===== config.mk =====
export PLATFORM = sky130hd
export DESIGN_NAME = inst_encoder
export DESIGN_NICKNAME = d
export VERILOG_FILES = /design/src/rtl/inst_pkg.sv /design/src/rtl/inst_fifo.sv /design/src/rtl/inst_encoder.sv
export SDC_FILE = /design/constraint.sdc
export NUM_CORES = 1
export LEC_CHECK = 0
export ABC_AREA = 1
export ABC_CLOCK_PERIOD_IN_PS = 2800
export CAP_MARGIN = 5
export CORE_UTILIZATION = 49
export DETAILED_ROUTE_END_ITERATION = 10
export GPL_TIMING_DRIVEN = 0
export PLACE_DENSITY = 0.71
export SLEW_MARGIN = 5
export SYNTH_ARGS = -nofsm -noshare
export SYNTH_HDL_FRONTEND = slang
export SYNTH_SLANG_ARGS = --single-unit
export TNS_END_PERCENT = 1

===== constraint.sdc =====
create_clock -name clk -period 2.8 [get_ports clk]
set_clock_uncertainty 0.15 [all_clocks]
set_input_delay 0.28 -clock clk [delete_from_list [all_inputs] [get_ports clk]]
set_output_delay 0.28 -clock clk [all_outputs]
set_load 0.01 [all_outputs]

===== src/rtl/inst_pkg.sv =====
// Shared instruction-set constants: field-bundle kind codes, RV32I/Zicsr major
// opcodes (same table the control-unit decoder uses) and SYSTEM fn12 values.
package inst_pkg;

   typedef enum logic [3:0] {
      K_LUI     = 4'd0,
      K_AUIPC   = 4'd1,
      K_OPIMM   = 4'd2,
      K_OP      = 4'd3,
      K_JAL     = 4'd4,
      K_JALR    = 4'd5,
      K_BRANCH  = 4'd6,
      K_LOAD    = 4'd7,
      K_STORE   = 4'd8,
      K_MISCMEM = 4'd9,
      K_PRIV    = 4'd10,
      K_CSR     = 4'd11
   } kind_e;

   localparam logic [6:0] OPC_LUI     = 7'b0110111;
   localparam logic [6:0] OPC_AUIPC   = 7'b0010111;
   localparam logic [6:0] OPC_OPIMM   = 7'b0010011;
   localparam logic [6:0] OPC_OP      = 7'b0110011;
   localparam logic [6:0] OPC_JAL     = 7'b1101111;
   localparam logic [6:0] OPC_JALR    = 7'b1100111;
   localparam logic [6:0] OPC_BRANCH  = 7'b1100011;
   localparam logic [6:0] OPC_LOAD    = 7'b0000011;
   localparam logic [6:0] OPC_STORE   = 7'b0100011;
   localparam logic [6:0] OPC_MISCMEM = 7'b0001111;
   localparam logic [6:0] OPC_SYSTEM  = 7'b1110011;

   localparam logic [11:0] FN12_ECALL  = 12'h000;
   localparam logic [11:0] FN12_EBREAK = 12'h001;
   localparam logic [11:0] FN12_MRET   = 12'h302;

   // funct7 for OP and the upper immediate of OPIMM shifts: only bit 30 varies.
   function automatic logic [6:0] fn7_alt(input logic alt);
      return {1'b0, alt, 5'b00000};
   endfunction

endpackage


===== src/rtl/inst_fifo.sv =====
// Synchronous word FIFO with occupancy count; a push into a full FIFO is taken
// when a pop happens in the same cycle. Power-of-two DEPTH, pointers wrap.
module inst_fifo #(
   parameter int DEPTH = 4,
   parameter int XLEN  = 32
) (
   input  logic                   clk,
   input  logic                   rst_n,
   input  logic                   push,
   input  logic                   pop,
   input  logic [XLEN-1:0]        wdata,
   output logic [XLEN-1:0]        rdata,
   output logic                   full,
   output logic                   empty,
   output logic [$clog2(DEPTH):0] count
);
   localparam int AW = $clog2(DEPTH);

   logic [XLEN-1:0] mem_q [DEPTH];
   logic [AW-1:0]   wr_ptr_q, rd_ptr_q;
   logic [AW:0]     count_q, count_d;
   logic            do_push, do_pop;

   assign empty   = (count_q == '0);
   assign full    = (count_q == (AW+1)'(DEPTH));
   assign do_pop  = pop && !empty;
   assign do_push = push && (!full || do_pop);

   always_comb begin
      count_d = count_q;
      case ({do_push, do_pop})
         2'b10:   count_d = count_q + 1'b1;
         2'b01:   count_d = count_q - 1'b1;
         default: count_d = count_q;
      endcase
   end

   always_ff @(posedge clk or negedge rst_n) begin
      if (!rst_n) begin
         wr_ptr_q <= '0;
         rd_ptr_q <= '0;
         count_q  <= '0;
      end else begin
         if (do_push) wr_ptr_q <= wr_ptr_q + 1'b1;
         if (do_pop)  rd_ptr_q <= rd_ptr_q + 1'b1;
         count_q <= count_d;
      end
   end

   // NOTE: storage is deliberately left unreset; only the pointers and count
   // define validity, and rdata is forced to zero while the FIFO is empty.
   always_ff @(posedge clk) begin
      if (do_push) mem_q[wr_ptr_q] <= wdata;
   end

   assign rdata = empty ? '0 : mem_q[rd_ptr_q];
   assign count = count_q;

endmodule


===== src/rtl/inst_encoder.sv =====
// Packs decoded field bundles into RV32I/Zicsr words: encode stage S1, then a
// FIFO. Illegal bundles are dropped at the S1 drain and raise the sticky err.
module inst_encoder
   import inst_pkg::*;
#(
   parameter int XLEN  = 32,
   parameter int DEPTH = 4
) (
   input  logic                   clk,
   input  logic                   rst_n,
   input  logic                   in_valid,
   output logic                   in_ready,
   input  logic [3:0]             in_kind,
   input  logic [2:0]             in_fn3,
   input  logic                   in_alt,
   input  logic [4:0]             in_rd,
   input  logic [4:0]             in_rs1,
   input  logic [4:0]             in_rs2,
   input  logic [XLEN-1:0]        in_imm,
   output logic                   out_valid,
   input  logic                   out_ready,
   output logic [XLEN-1:0]        out_inst,
   output logic [$clog2(DEPTH):0] count,
   output logic                   err,
   input  logic                   err_clr
);
   logic [XLEN-1:0] enc_word;
   logic            enc_legal;
   logic            s1_valid_q, s1_valid_d, s1_legal_q, s1_legal_d;
   logic [XLEN-1:0] s1_inst_q, s1_inst_d;
   logic            err_q, err_d;
   logic            fifo_full, fifo_empty, fifo_push, fifo_pop, accept, s1_drop;

   // NOTE: every output of this block gets a default first so no path can
   // leave a value unassigned and infer a latch.
   always_comb begin
      enc_word  = '0;
      enc_legal = 1'b1;
      case (in_kind)
         K_LUI:   enc_word = {in_imm[31:12], in_rd, OPC_LUI};
         K_AUIPC: enc_word = {in_imm[31:12], in_rd, OPC_AUIPC};
         K_OPIMM: begin
            if (in_fn3 == 3'b001 || in_fn3 == 3'b101)
               enc_word = {fn7_alt(in_alt), in_imm[4:0], in_rs1, in_fn3, in_rd, OPC_OPIMM};
            else
               enc_word = {in_imm[11:0], in_rs1, in_fn3, in_rd, OPC_OPIMM};
            enc_legal = !in_alt || (in_fn3 == 3'b101);
         end
         K_OP: begin
            enc_word  = {fn7_alt(in_alt), in_rs2, in_rs1, in_fn3, in_rd, OPC_OP};
            enc_legal = !in_alt || (in_fn3 == 3'b000) || (in_fn3 == 3'b101);
         end
         K_JAL: begin
            enc_word  = {in_imm[20], in_imm[10:1], in_imm[11], in_imm[19:12], in_rd, OPC_JAL};
            enc_legal = !in_imm[0];
         end
         K_JALR: enc_word = {in_imm[11:0], in_rs1, 3'b000, in_rd, OPC_JALR};
         K_BRANCH: begin
            enc_word  = {in_imm[12], in_imm[10:5], in_rs2, in_rs1, in_fn3,
                         in_imm[4:1], in_imm[11], OPC_BRANCH};
            enc_legal = !in_imm[0] && (in_fn3 != 3'b010) && (in_fn3 != 3'b011);
         end
         K_LOAD: begin
            enc_word  = {in_imm[11:0], in_rs1, in_fn3, in_rd, OPC_LOAD};
            enc_legal = (in_fn3 != 3'b011) && (in_fn3 != 3'b110) && (in_fn3 != 3'b111);
         end
         K_STORE: begin
            enc_word  = {in_imm[11:5], in_rs2, in_rs1, in_fn3, in_imm[4:0], OPC_STORE};
            enc_legal = (in_fn3 < 3'b011);
         end
         K_MISCMEM: begin
            enc_word  = {12'h000, in_rs1, in_fn3, in_rd, OPC_MISCMEM};
            enc_legal = (in_fn3 <= 3'b001);
         end
         K_PRIV: begin
            enc_word  = {in_imm[11:0], 13'h0000, OPC_SYSTEM};
            enc_legal = (in_imm[11:0] == FN12_ECALL) || (in_imm[11:0] == FN12_EBREAK) ||
                        (in_imm[11:0] == FN12_MRET);
         end
         K_CSR: begin
            enc_word  = {in_imm[11:0], in_rs1, in_fn3, in_rd, OPC_SYSTEM};
            enc_legal = (in_fn3 != 3'b000) && (in_fn3 != 3'b100);
         end
         default: enc_legal = 1'b0;
      endcase
   end

   // S1 always empties in one cycle unless it holds a legal word facing a full,
   // non-popping FIFO; that is the only back-pressure seen upstream.
   assign in_ready  = !s1_valid_q || !s1_legal_q || !fifo_full || out_ready;
   assign accept    = in_valid && in_ready;
   assign fifo_pop  = out_ready && !fifo_empty;
   assign fifo_push = s1_valid_q && s1_legal_q && (!fifo_full || fifo_pop);
   assign s1_drop   = s1_valid_q && !s1_legal_q;

   always_comb begin
      s1_valid_d = s1_valid_q;
      s1_legal_d = s1_legal_q;
      s1_inst_d  = s1_inst_q;
      if (accept) begin
         s1_valid_d = 1'b1;
         s1_legal_d = enc_legal;
         s1_inst_d  = enc_word;
      end else if (fifo_push || s1_drop) begin
         s1_valid_d = 1'b0;
      end
      err_d = s1_drop ? 1'b1 : (err_clr ? 1'b0 : err_q);
   end

   always_ff @(posedge clk or negedge rst_n) begin
      if (!rst_n) begin
         s1_valid_q <= 1'b0;
         s1_legal_q <= 1'b0;
         s1_inst_q  <= '0;
         err_q      <= 1'b0;
      end else begin
         s1_valid_q <= s1_valid_d;
         s1_legal_q <= s1_legal_d;
         s1_inst_q  <= s1_inst_d;
         err_q      <= err_d;
      end
   end

   inst_fifo #(.DEPTH(DEPTH), .XLEN(XLEN)) u_fifo (
      .clk   (clk),
      .rst_n (rst_n),
      .push  (fifo_push),
      .pop   (fifo_pop),
      .wdata (s1_inst_q),
      .rdata (out_inst),
      .full  (fifo_full),
      .empty (fifo_empty),
      .count (count)
   );

   assign out_valid = !fifo_empty;
   assign err       = err_q;

endmodule


==> results by group <==
Outcome
  • Status: finished, final reports clean

Timing
  • Pins Over Slew Limit: 0
  • Worst Max-Slew Pin Slew: 691.5 ps
  • Min Tclk post-route: around 2800 ps
  • RSZ-0062 raised after global routing: true
  • Slew headroom: approximately 54%
  • Setup TNS: 0 ps
  • FMAX: roughly 0.36 GHz
  • Worst Hold Slack: roughly 39 ps
  • Final setup fails: 0
  • Final Hold Fails: 0
  • Final worst path period share: between 90% and 100%
  • Setup slack after layout: approximately 47 ps

Setup path
  • CP Capture Type: primary output
  • Cell Chain, Critical Path: clkbuf_4, buf_4, nor2_1, nor2_1, o21ai_0, a21oi_1, buf_4, clkdlybuf4s50_1
  • WP data required: ~2400 ps
  • Reg2Reg Depth: 11
  • Startpoint Class: flop
  • Reg-to-reg setup timing slack: between 150 and 200 ps
  • CP top delay family: buffers and inverters
  • Crit path DAT: about 2300 ps
  • RR Startpoint: u_fifo.count[0]$_DFFE_PN0P_
  • Setup Crit Path Kind: flop to primary output
  • Slowest-stage cell, CP: clkdlybuf4s50_1
  • Crit-path max cell delay: about 510 ps
  • Worst Path Buf+Inv: 4
  • Reg-to-reg endpoint: u_fifo.count[2]$_DFFE_PN0P_
  • Crit Path Max Fanout: 10

GRT
  • Gr ovfl total: 0
  • Number of global-route vias before repair: about 5500
  • GRT Overall Usage: between 20% and 30%
  • First-pass GRT wire length: ~29 mm
  • Pin count of the biggest net entering global routing: 40
  • Antenna violations before repair: 0

Synth
  • Sequential share of the synthesized area: roughly two thirds
  • Synthesized area per cell: around 10 um^2
  • Synth warn: 0
  • Distinct cell type count after synthesis: 33
  • Post-Synthesis Cells: about 700
  • Syn_nets: ~760
  • Mapped cell area: slightly above 7000 um^2
  • Seq cells post-synth: 165

Cells and area
  • Commonest non-fill, non-tap cells in the layout: 147 x nor2_1, 124 x edfxtp_1, 122 x nand2_1, 93 x clkdlybuf4s50_1, 79 x o21ai_0
  • Diodes inserted: 0
  • Nets: about 900
  • Commonest non-fill, non-tap cell in the layout: nor2_1
  • Area Growth Syn to Fin: 29.11%
  • Fraction of layout cells with a size suffix above 1: 11.33%
  • Finished Layout Cells: slightly above 1000

Power
  • Pwr dens: slightly below 1000 nW/um^2
  • Leakage power: ~0.0037 uW
  • Max VDD drop: between 0.0005 and 0.0006 V
  • Total Power: between 9000 and 10000 uW

Clock network
  • Clock transition at path regs: approximately 60 ps
  • CTS tree: done
  • CTS Sinks: ~170
  • Htree depth: 4
  • Root buf cell: clkbuf_16
  • Cts bufs inserted: 17
  • Post-CTS Setup Bufs: 0
  • Maximum clock path buffer count: 2
  • Worst-Skew Late Latency: roughly 420 ps

Place
  • Placed cells: about 980
  • Routability cong.: between 0.9 and 1
  • Worst slack, placed: around 120 ps
  • # port buffers: between 90 and 100
  • DP Wirelength: 12.91 mm

Die
  • Die ar.: 15110 um^2
  • I/O pins: a little under 100
  • Std cell rows: 43
  • Starting density of the core: 50.83%
  • Die Y: between 100 and 150 um
  • CORE AREA: around 14000 um^2
  • Chip width: between 100 and 150 um

Routing
  • Vias per cell: between 5 and 6
  • Antenna-violating nets left: 0
  • Via count: 5560
  • DRC violations left: 0
  • TritonRoute pass-1 iters: 4
  • Iter 0 DRT Violations: just over 500
  • Avg WL per Cell: about 18 um
  • Final WL: 18.65 mm

Hold path
  • Hold WC Path Type: primary input to asynchronous set/reset pin

Run
  • Max Cap Viol: 0
## metal layers
metal	vias up	routed length, um	share of wire (%)	global-route usage (%)
met5	-	0	0	0
met4	0	307	1.6	9.756
met3	24	1474	7.9	5.258
met2	266	8982	48	42.38
met1	2664	7890	42	35.06
li1	2606	-	-	-
## cells by family (layout without fill, tap and decap cells)
logic type	Yosys count	after routing	synth area share, %
AND/OR/NAND/NOR	304	304	16.99
flip-flops	165	165	66.28
AO/OA/AOI/OAI	153	153	11.37
buffers and inverters	62	197	3.597
adder cells (fa/ha/maj)	6	6	1.152
XOR/XNOR	5	5	0.6111
## sequential cells by signal (all words and copies together), names as in the netlist
register,cells
err,1
s1_inst_q,31
u_fifo.rd_ptr_q,2
u_fifo.count,3
u_fifo.mem_q,124
s1_valid_q,1
s1_legal_q,1
u_fifo.wr_ptr_q,2
## how the worst max path moves through the flow
stage          cells past startpoint                            from                       endpoint
2_1_floorplan                      6     u_fifo.count[0]$_DFFE_PN0P_  u_fifo.mem_q[0][10]$_DFFE_PP_
3_3_place_gp                       5                       out_ready  u_fifo.mem_q[3][15]$_DFFE_PP_
3_5_place_dp                       6     u_fifo.count[0]$_DFFE_PN0P_                   out_inst[13]
4_1_cts                            8  u_fifo.rd_ptr_q[0]$_DFFE_PN0P_                    out_inst[1]
5_1_grt                            8  u_fifo.rd_ptr_q[0]$_DFFE_PN0P_                    out_inst[1]
6_report                           8  u_fifo.rd_ptr_q[0]$_DFFE_PN0P_                    out_inst[1]
## worst reg2reg max path, stage by stage (launching register included)
cell,delay (ps)
dfrtp_1,410
inv_1,120
nand2_1,110
nor2_1,130
nand2_1,60
nand2_1,400
ha_1,240
inv_1,70
fa_1,380
a21oi_1,140
o21ai_0,110
xor2_1,160
## synth_stat cells (all sizes together)
library cell,n,area [um^2]
edfxtp,124,3724
xnor2,1,8.760
inv,31,116.4
o2111ai,1,8.760
a22oi,10,75.07
o21a,1,7.510
a21oi,42,210.2
clkbuf,14,52.55
xor2,4,35.03
a31oi,1,6.260
o211ai,1,7.510
nor2,159,629.3
nand4,1,6.260
dfrtp,41,1026
a21o,4,30.03
nor3,1,5.000
ha,5,62.56
nand2,129,501.7
o21bai,1,7.510
fa,1,20.02
nand3,14,75.07
o22ai,1,6.260
clkinv,1,5.000
buf,16,83.82
o21ai,91,455.4
## where the power goes
part           total [uW]  switching [uW]  internal (uW)  leakage, uW
sequential           3130             176           2950      0.00166
clock                2720             932           1780     0.000333
combinational        3270            1830           1440      0.00167
total                9110            2940           6170      0.00366
## stage by stage
stage | util (%) | area [um^2]
2_1_floorplan | - | 7166
3_3_place_gp | 59.32 | 8362
3_5_place_dp | 60.26 | 8494
4_1_cts | 65.31 | 9206
5_1_grt | 65.63 | 9251
6_report | 65.63 | 9251
## layout make-up
type	instances	area (um^2)
Buffer	30	168.9
Clock buffer	19	442.9
Clock inverter	13	252.7
Fill cell	1078	4845
Inverter	32	121.4
Multi-Input combinational cell	468	2200
Sequential cell	165	4750
Tap cell	180	225.2
Timing Repair Buffer	103	1091
## timing repair
item / CTS / global route
gates resized for setup: 4 / 35
pin swaps: 0 / 2
endpoints found under the setup margin: 31 / 33
hold endpoints to repair: 41 / 0
hold buffers: 1 / 0
No activity file was read; power rests on OpenSTA's default activity.
